<file path="src/rtl/regfile_sequencer_pkg.sv">
// Shared types for the register-file sequencer: command opcodes, FSM states
// and default widths.
package regfile_seq_pkg;

   localparam int DATA_WIDTH_DEF  = 16;
   localparam int INDEX_WIDTH_DEF = 2;

   typedef enum logic [1:0] {
      OP_WRITE = 2'd0,
      OP_READ  = 2'd1,
      OP_ADD   = 2'd2,
      OP_COPY  = 2'd3
   } op_e;

   typedef enum logic [2:0] {
      IDLE = 3'd0,
      RD0  = 3'd1,
      RD1  = 3'd2,
      WB   = 3'd3,
      RESP = 3'd4
   } state_e;

endpackage

</file>
<file path="src/rtl/regfile_sequencer.sv">
// Initiator-side driver for a small register file: takes one command at a time
// and sequences WRITE / READ / ADD / COPY accesses through a five-state FSM.
module regfile_sequencer
   import regfile_seq_pkg::*;
#(
   parameter int DATA_WIDTH  = DATA_WIDTH_DEF,
   parameter int INDEX_WIDTH = INDEX_WIDTH_DEF
) (
   input  logic                   clk,
   input  logic                   reset,
   input  logic                   cmd_valid,
   output logic                   cmd_ready,
   input  logic [1:0]             cmd_op,
   input  logic [INDEX_WIDTH-1:0] cmd_rd,
   input  logic [INDEX_WIDTH-1:0] cmd_rs,
   input  logic [DATA_WIDTH-1:0]  cmd_data,
   output logic                   resp_valid,
   input  logic                   resp_ready,
   output logic [DATA_WIDTH-1:0]  resp_data,
   output logic                   busy,
   output logic [INDEX_WIDTH-1:0] rf_read_index_a,
   input  logic [DATA_WIDTH-1:0]  rf_read_data_a,
   output logic [INDEX_WIDTH-1:0] rf_write_index,
   output logic [DATA_WIDTH-1:0]  rf_write_data,
   output logic                   rf_write_enable
);

   state_e                 state_q, state_d;
   op_e                    op_q, op_d;
   logic [INDEX_WIDTH-1:0] rd_q, rd_d;
   logic [INDEX_WIDTH-1:0] rs_q, rs_d;
   logic [DATA_WIDTH-1:0]  data_q, data_d;
   logic [DATA_WIDTH-1:0]  sampled_q, sampled_d;

   logic [INDEX_WIDTH-1:0] rd_idx_q, rd_idx_d;
   logic                   we_q, we_d;
   logic [INDEX_WIDTH-1:0] widx_q, widx_d;
   logic [DATA_WIDTH-1:0]  wdata_q, wdata_d;
   logic                   resp_valid_q, resp_valid_d;
   logic [DATA_WIDTH-1:0]  resp_data_q, resp_data_d;
   logic                   busy_q, busy_d;

   logic                   accept;
   logic [INDEX_WIDTH-1:0] src_idx;

   assign cmd_ready = (state_q == IDLE) && !reset;
   assign accept    = cmd_valid && cmd_ready;

   always_comb begin
      state_d   = state_q;
      op_d      = op_q;
      rd_d      = rd_q;
      rs_d      = rs_q;
      data_d    = data_q;
      sampled_d = sampled_q;

      case (state_q)
         IDLE: begin
            if (accept) begin
               op_d    = op_e'(cmd_op);
               rd_d    = cmd_rd;
               rs_d    = cmd_rs;
               data_d  = cmd_data;
               state_d = (op_e'(cmd_op) == OP_WRITE) ? WB : RD0;
            end
         end
         RD0:  state_d = RD1;
         // RD0 only gives a registered-read register file time to respond;
         // the value is always taken at the end of RD1.
         RD1: begin
            sampled_d = rf_read_data_a;
            state_d   = (op_q == OP_READ) ? RESP : WB;
         end
         WB:   state_d = IDLE;
         RESP: if (resp_ready) state_d = IDLE;
         default: state_d = IDLE;
      endcase

      // Outputs are registered, so they are decoded from the next-state values.
      src_idx  = (op_d == OP_COPY) ? rs_d : rd_d;
      rd_idx_d = ((state_d == RD0) || (state_d == RD1)) ? src_idx : '0;

      we_d    = (state_d == WB);
      widx_d  = we_d ? rd_d : '0;
      wdata_d = '0;
      if (we_d) begin
         case (op_d)
            OP_WRITE: wdata_d = data_d;
            OP_ADD:   wdata_d = sampled_d + data_d;
            OP_COPY:  wdata_d = sampled_d;
            default:  wdata_d = '0;
         endcase
      end

      resp_valid_d = (state_d == RESP);
      resp_data_d  = resp_valid_d ? sampled_d : '0;
      busy_d       = (state_d != IDLE);
   end

   always_ff @(posedge clk) begin
      if (reset) begin
         state_q      <= IDLE;
         op_q         <= OP_WRITE;
         rd_q         <= '0;
         rs_q         <= '0;
         data_q       <= '0;
         sampled_q    <= '0;
         rd_idx_q     <= '0;
         we_q         <= 1'b0;
         widx_q       <= '0;
         wdata_q      <= '0;
         resp_valid_q <= 1'b0;
         resp_data_q  <= '0;
         busy_q       <= 1'b0;
      end else begin
         state_q      <= state_d;
         op_q         <= op_d;
         rd_q         <= rd_d;
         rs_q         <= rs_d;
         data_q       <= data_d;
         sampled_q    <= sampled_d;
         rd_idx_q     <= rd_idx_d;
         we_q         <= we_d;
         widx_q       <= widx_d;
         wdata_q      <= wdata_d;
         resp_valid_q <= resp_valid_d;
         resp_data_q  <= resp_data_d;
         busy_q       <= busy_d;
      end
   end

   assign rf_read_index_a = rd_idx_q;
   assign rf_write_enable = we_q;
   assign rf_write_index  = widx_q;
   assign rf_write_data   = wdata_q;
   assign resp_valid      = resp_valid_q;
   assign resp_data       = resp_data_q;
   assign busy            = busy_q;

endmodule

</file>
<file path="config.mk">
export PLATFORM = sky130hd
export DESIGN_NAME = regfile_sequencer
export DESIGN_NICKNAME = d
export VERILOG_FILES = /design/src/rtl/regfile_sequencer_pkg.sv /design/src/rtl/regfile_sequencer.sv
export SDC_FILE = /design/constraint.sdc
export NUM_CORES = 1
export LEC_CHECK = 0
export CAP_MARGIN = 0
export CORE_MARGIN = 2
export CORE_UTILIZATION = 45
export CTS_BUF_LIST = sky130_fd_sc_hd__clkbuf_16
export DETAILED_ROUTE_END_ITERATION = 8
export GPL_ROUTABILITY_DRIVEN = 0
export GPL_TIMING_DRIVEN = 0
export PLACE_DENSITY = 0.75
export SLEW_MARGIN = 10
export SYNTH_ARGS = -nofsm -noshare
export SYNTH_HDL_FRONTEND = slang
export SYNTH_SLANG_ARGS = --single-unit
</file>
<file path="constraint.sdc">
create_clock -name clk -period 3.3 [get_ports clk]
set_input_delay 0.33 -clock clk [delete_from_list [all_inputs] [get_ports clk]]
set_output_delay 0.33 -clock clk [all_outputs]
set_load 0.02 [all_outputs]
</file>
==> results of run 1 <==
power groups by stage:
stage               Sequential, W  Clock, W  Combinational, W
global placement          0.00104         0          0.000475
CTS                       0.00102  0.000991          0.000511
detailed placement        0.00104         0          0.000488
finish                    0.00103  0.000983          0.000560
global route              0.00103   0.00105          0.000606
floorplan                 0.00105         0          0.000323
layout make-up:
cell class / instances / area [um^2]
clock buffers: 9 / 225
flip-flops and latches: 80 / 1600
multi-input cells: 277 / 2000
fillers: 634 / 2680
inverters: 38 / 143
clock inverters: 7 / 71.3
plain buffers: 18 / 90.1
well taps: 102 / 128
repair buffers: 88 / 873
timing repair:
action,4_1_cts,5_1_grt
cloned,0,0
hold buffers,0,0
pin swaps,4,6
resized for setup,13,24
buffers inserted,4,4
setup endpoints to repair,7,5
state kept, by name (all words and copies together) (netlist names):
name             cells
rd_q                 2
data_q              16
resp_valid           1
state_q              3
busy                 1
rf_write_index       2
rf_write_enable      1
sampled_q           16
resp_data           16
rf_write_data       16
op_q                 2
rs_q                 2
rf_read_index_a      2
cells in the mapped netlist, types with 3 or more instances:
cell type,instances
and2_1,5
a21o_1,7
nor2b_1,3
mux2i_1,37
a21oi_1,21
nor3_1,3
xnor2_1,10
o31ai_1,4
or3_1,4
xor2_1,3
and3_1,3
o21ai_0,11
o22ai_1,9
buf_2,6
nor3b_1,4
a31oi_1,5
clkbuf_1,11
inv_1,38
a211oi_1,5
ha_1,14
nand2_1,22
dfxtp_1,80
nand3_1,6
nor2_1,76
worst paths after layout:
check	endpoint	slack, ns	depth (start not counted)
setup / recovery	rf_write_data[15]$_SDFF_PP0_	0.05	12
hold / removal	state_q[0]$_SDFF_PP0_	0.30	2
setup reg to reg	rf_write_data[15]$_SDFF_PP0_	0.05	12
hold reg to reg	data_q[2]$_SDFF_PP0_	0.50	2
per-layer routing:
layer | global-route usage | routed length, um | up-vias
met5 | 0 | 0 | -
met4 | 0.0688 | 109 | 0
met3 | 0.0465 | 605 | 11
met2 | 0.364 | 4850 | 125
met1 | 0.283 | 4070 | 1568
li1 | - | - | 1593
cell families (layout without fill, tap and decap cells):
family | after synthesis | in the layout
and+or+nand+nor | 133 | 133
DFF | 80 | 80
AOI/OAI and AO/OA | 75 | 75
buffers and inverters | 57 | 160
muxes | 41 | 41
adders and majority gates | 15 | 15
xor gates and xnor gates | 13 | 13
stage by stage:
step,hold slack (ns),total power (W),util
3_3_place_gp,0.470,0.00152,0.587
3_5_place_dp,0.484,0.00153,0.587
4_1_cts,0.291,0.00252,0.633
6_report,0.305,0.00257,0.657
5_1_grt,0.311,0.00268,0.657
2_1_floorplan,0.453,0.00138,-
==> run summary, run 1 <==
Core ar. -> 0.00781 mm^2
CP top delay family -> compound AO/OA/AOI/OAI gates
Largest family of logic cells by synthesized area -> simple AND/OR/NAND/NOR gates
Pin count of the biggest net entering global routing -> 15
Crit path launch -> state_q[1]$_SDFF_PP0_
Most frequent CP cell -> mux2i_1
Clk sinks -> 80
Slowest CP cell -> dfxtp_1
# port buffers -> 80
DR vias -> 3297
Power per cell area -> 501 mW/mm^2
Area of placed instances -> 0.00458 mm^2
Commonest non-fill, non-tap cell in the layout -> clkdlybuf4s50_1
Hold Violations, Final -> 0
# placed instances -> 596
Clock Tree Buf Depth -> 2
DRT iter0 DRCs -> 222
Crit Path Class -> reg -> reg
Max-slew violation count -> 0
Die height -> 94.1 um
Most frequent cells in the layout -> clkdlybuf4s50_1 (80), dfxtp_1 (79), nor2_1 (76)
Peak supply drop -> 0.000294 V
Mapped Cells -> 414
H-tree levels -> 3
Routed len/inst -> 15.6 um
First-pass GRT wire length -> 14900 um
Layout area overhead -> 40.6%
Switch Pwr -> 0.000727 W
Design Area, Final -> 0.00513 mm^2
Netlist Area Pre-Place -> 0.00365 mm^2
Simple-Gate Fraction of Synth Area -> 0.166
Top cell type's share of synthesized area -> 0.439
Crit end category -> register
Final setup viols -> 0
Clk_lat worst skew -> 0.33 ns
F_max -> 307 MHz
Synthesized area per cell -> 8.82 um^2
Combinational power share -> 0.218
Hold/Removal Path Class -> in -> reg
Switch share -> 0.283
Clock Skews -> 0.00898 ns
Initial Util -> 0.467
Netlist cell types -> 44
CTS tree -> yes
Finished Layout Cells -> 619
Number of flops mapped to enable cells by yosys -> 0
Clk slew on worst S/H paths -> 0.06 ns
Setup_tns -> 0 ns
Fraction of synthesized area in multiplexers -> 0.120
Post-synthesis compound-gate area fraction -> 0.129
Total GRT Usage -> 0.219
Internal cell power -> 0.00184 W
Async SR Flop Fraction -> 0
Drc violations -> 0
P_leak -> 2.31 nW
Max-Cap Viols -> 0
Adder-cell share of the synthesized area -> 0.0535
GRT Residual Overflow -> 0
Ys Warns -> 0
Worst slack, placed -> -0.485 ns
Synthesized net count -> 471
Vias in the first global route -> 3024
Sequential area share after synthesis -> 0.439
Period minus WS final -> 3.25 ns
Post-synth top flop -> dfxtp_1
Initial antenna violation count -> 0
DP HPWL -> 6560 um
Worst hold start -> reset
Slack of the critical path -> 0.0474 ns
Flops & latches, synth -> 80
Clock share of power -> 0.383
Total CTS buffers -> 9
Die area -> 0.00885 mm^2
Reg2reg start -> state_q[1]$_SDFF_PP0_
Top cells by area, synth -> dfxtp_1 (44%), mux2i_1 (10%), nor2_1 (7.8%)
Fraction of layout cells with a size suffix above 1 -> 0.122
Critical-path cell list -> nor4_4, nand2_4, buf_4, mux2i_1, inv_1, ha_1, and3_1, a211oi_2, o41ai_1, a21o_1, a31oi_2, mux2i_1
Critical Path RT -> 3.55 ns
Slowest stage delay, CP -> 0.36 ns
Final worst-path cycle share -> 0.986
Via-per-instance ratio -> 5.33
I/O pin cnt -> 82
Crit path max fanout -> 10
Slew @ Worst Pin -> 0.696 ns
Die extent in x -> 94.1 um
ANT nets after route -> 0
CP Launch Type -> register
Status -> completed
WL final -> 9640 um
Root buffer cell -> clkbuf_16
Unrepaired setup endpoints after global routing -> true
Post-synth top area cell -> dfxtp_1
Slew headroom -> 0.523
Sequential share of power -> 0.399
Crit path buf inv count -> 2
Critical Path AT -> 3.50 ns
First-pass iteration count of the detailed router -> 5
Diode count -> 0
Fin nets -> 569
Cell Rows -> 32
Synth Area in XOR/XNOR -> 0.0312
(Power assumes the default switching activity.)
==> inputs of run 2 (changes only) <==
- ABC_CLOCK_PERIOD_IN_PS: not set -> 3300
- CTS_CLUSTER_SIZE: not set -> 12
==> results of run 2 <==
Final layout, timing and power as in run 1 (identical DEF).
==> inputs of run 3 (changes only) <==
- CORE_UTILIZATION: 45 -> 38
- PLACE_DENSITY: 0.75 -> 0.66
==> run summary, run 3 (synthesis results as in run 1) <==
Status -> completed
First-pass GRT wire length -> 15300 um
Tot Pwr -> 0.00264 W
Root buffer cell -> clkbuf_16
Commonest non-fill, non-tap cell in the layout -> clkdlybuf4s50_1
# port buffers -> 80
Max-slew violation count -> 0
Core ar. -> 0.00928 mm^2
Fin nets -> 572
First-pass iteration count of the detailed router -> 7
DP HPWL -> 6870 um
Worst hold start -> reset
Clk_lat worst skew -> 0.33 ns
Combinational power share -> 0.210
I/O pin cnt -> 82
P_leak -> 2.33 nW
Clock Tree Buf Depth -> 2
Total CTS buffers -> 9
ANT nets after route -> 0
Die extent in x -> 102 um
Fraction of layout cells with a size suffix above 1 -> 0.123
Clk sinks -> 80
F_max -> 320 MHz
CTS tree -> yes
Crit Path Class -> reg -> reg
Crit path max fanout -> 10
Hold Violations, Final -> 0
Finished Layout Cells -> 649
DRT iter0 DRCs -> 156
Filler Cells Inserted -> 849
Via-per-instance ratio -> 4.96
Diode count -> 0
Power per cell area -> 510 mW/mm^2
Sequential share of power -> 0.388
Crit path launch -> state_q[1]$_SDFF_PP0_
# placed instances -> 623
Slew @ Worst Pin -> 0.698 ns
CP Launch Type -> register
Drc violations -> 0
Pin count of the biggest net entering global routing -> 15
Die height -> 102 um
Internal cell power -> 0.00192 W
Vias in the first global route -> 3197
GRT Residual Overflow -> 0
WL final -> 9660 um
Most frequent cells in the layout -> clkdlybuf4s50_1 (80), dfxtp_1 (78), nor2_1 (76)
Critical Path RT -> 3.56 ns
Routed len/inst -> 14.9 um
Clock Skews -> 0.00469 ns
Critical Path AT -> 3.38 ns
Clock share of power -> 0.402
Slew headroom -> 0.521
Hold/Removal Path Class -> in -> reg
Crit end category -> register
Max-Cap Viols -> 0
DR vias -> 3222
Peak supply drop -> 0.000233 V
Layout area overhead -> 42.0%
Die area -> 0.0104 mm^2
Final setup viols -> 0
Reg2reg start -> state_q[1]$_SDFF_PP0_
Post-CTS Hold Fix Bufs -> 0
Clk slew on worst S/H paths -> 0.06 ns
Initial antenna violation count -> 0
Initial Util -> 0.393
Final worst-path cycle share -> 0.946
H-tree levels -> 3
Total GRT Usage -> 0.193
Cell Rows -> 35
Switch Pwr -> 0.000721 W
Switch share -> 0.273
Period minus WS final -> 3.12 ns
[run 3: repair_timing]
action                                  in CTS  in global routing
endpoints found under the hold margin        0                  0
endpoints found under the setup margin       7                  4
resized for setup                           14                 21
pin swaps                                    3                  3
setup buffers                                8                  3
[run 3: cell type report]
cell class	count	area, um^2	share of cell area
Multi-Input combinational cell	277	1970	0.381
Sequential cell	80	1600	0.310
Timing Repair Buffer	91	887	0.171
Clock buffer	9	225	0.0435
Tap cell	129	161	0.0312
Inverter	38	143	0.0275
Clock inverter	7	96.3	0.0186
Buffer	18	90.1	0.0174
[run 3: per-stage QoR]
| stage | setup TNS, ns | cell area [um^2] | setup slack, ns | hold slack (ns) | utilization |
|---|---|---|---|---|---|
| final | 0 | 5180 | 0.178 | 0.295 | 0.558 |
| after global routing | -0.00508 | 5180 | -0.00508 | 0.292 | 0.558 |
| after CTS | 0 | 5040 | 0.0625 | 0.295 | 0.543 |
| after detailed placement | -2.96 | 4610 | -0.570 | 0.475 | 0.497 |
| after global placement | -2.44 | 4610 | -0.498 | 0.471 | 0.497 |
| after floorplan | 0 | 3650 | 0.0249 | 0.453 | - |
[run 3: critical path: stages (launching register included)]
cell	delay [ns]
dfxtp_2	0.38
nor3b_1	0.19
buf_4	0.18
buf_6	0.23
mux2i_4	0.32
inv_1	0.08
ha_1	0.36
and3_1	0.23
a211oi_2	0.29
o41ai_1	0.13
a21o_1	0.19
a31oi_1	0.23
mux2i_1	0.23
[run 3: power groups by stage]
stage	sequential, W	combinational (W)	clock, W
2_1_floorplan	0.00105	0.000323	0
3_3_place_gp	0.00104	0.000480	0
3_5_place_dp	0.00104	0.000491	0
4_1_cts	0.00102	0.000521	0.00108
5_1_grt	0.00103	0.000605	0.00113
6_report	0.00103	0.000555	0.00106
[run 3: worst paths after layout]
path,end,slack [ns],cells after the start
setup / recovery,rf_write_data[15]$_SDFF_PP0_,0.18,12
hold / removal,state_q[1]$_SDFF_PP0_,0.29,2
setup reg to reg,rf_write_data[15]$_SDFF_PP0_,0.18,12
hold reg to reg,rs_q[1]$_SDFF_PP0_,0.48,2
[run 3: per-layer routing]
metal / share of wire / up-vias / global-route usage
li1: - / 1595 / -
met1: 0.45 / 1508 / 0.254
met2: 0.47 / 100 / 0.310
met3: 0.056 / 19 / 0.0465
met4: 0.024 / 0 / 0.0667
met5: 0 / - / 0
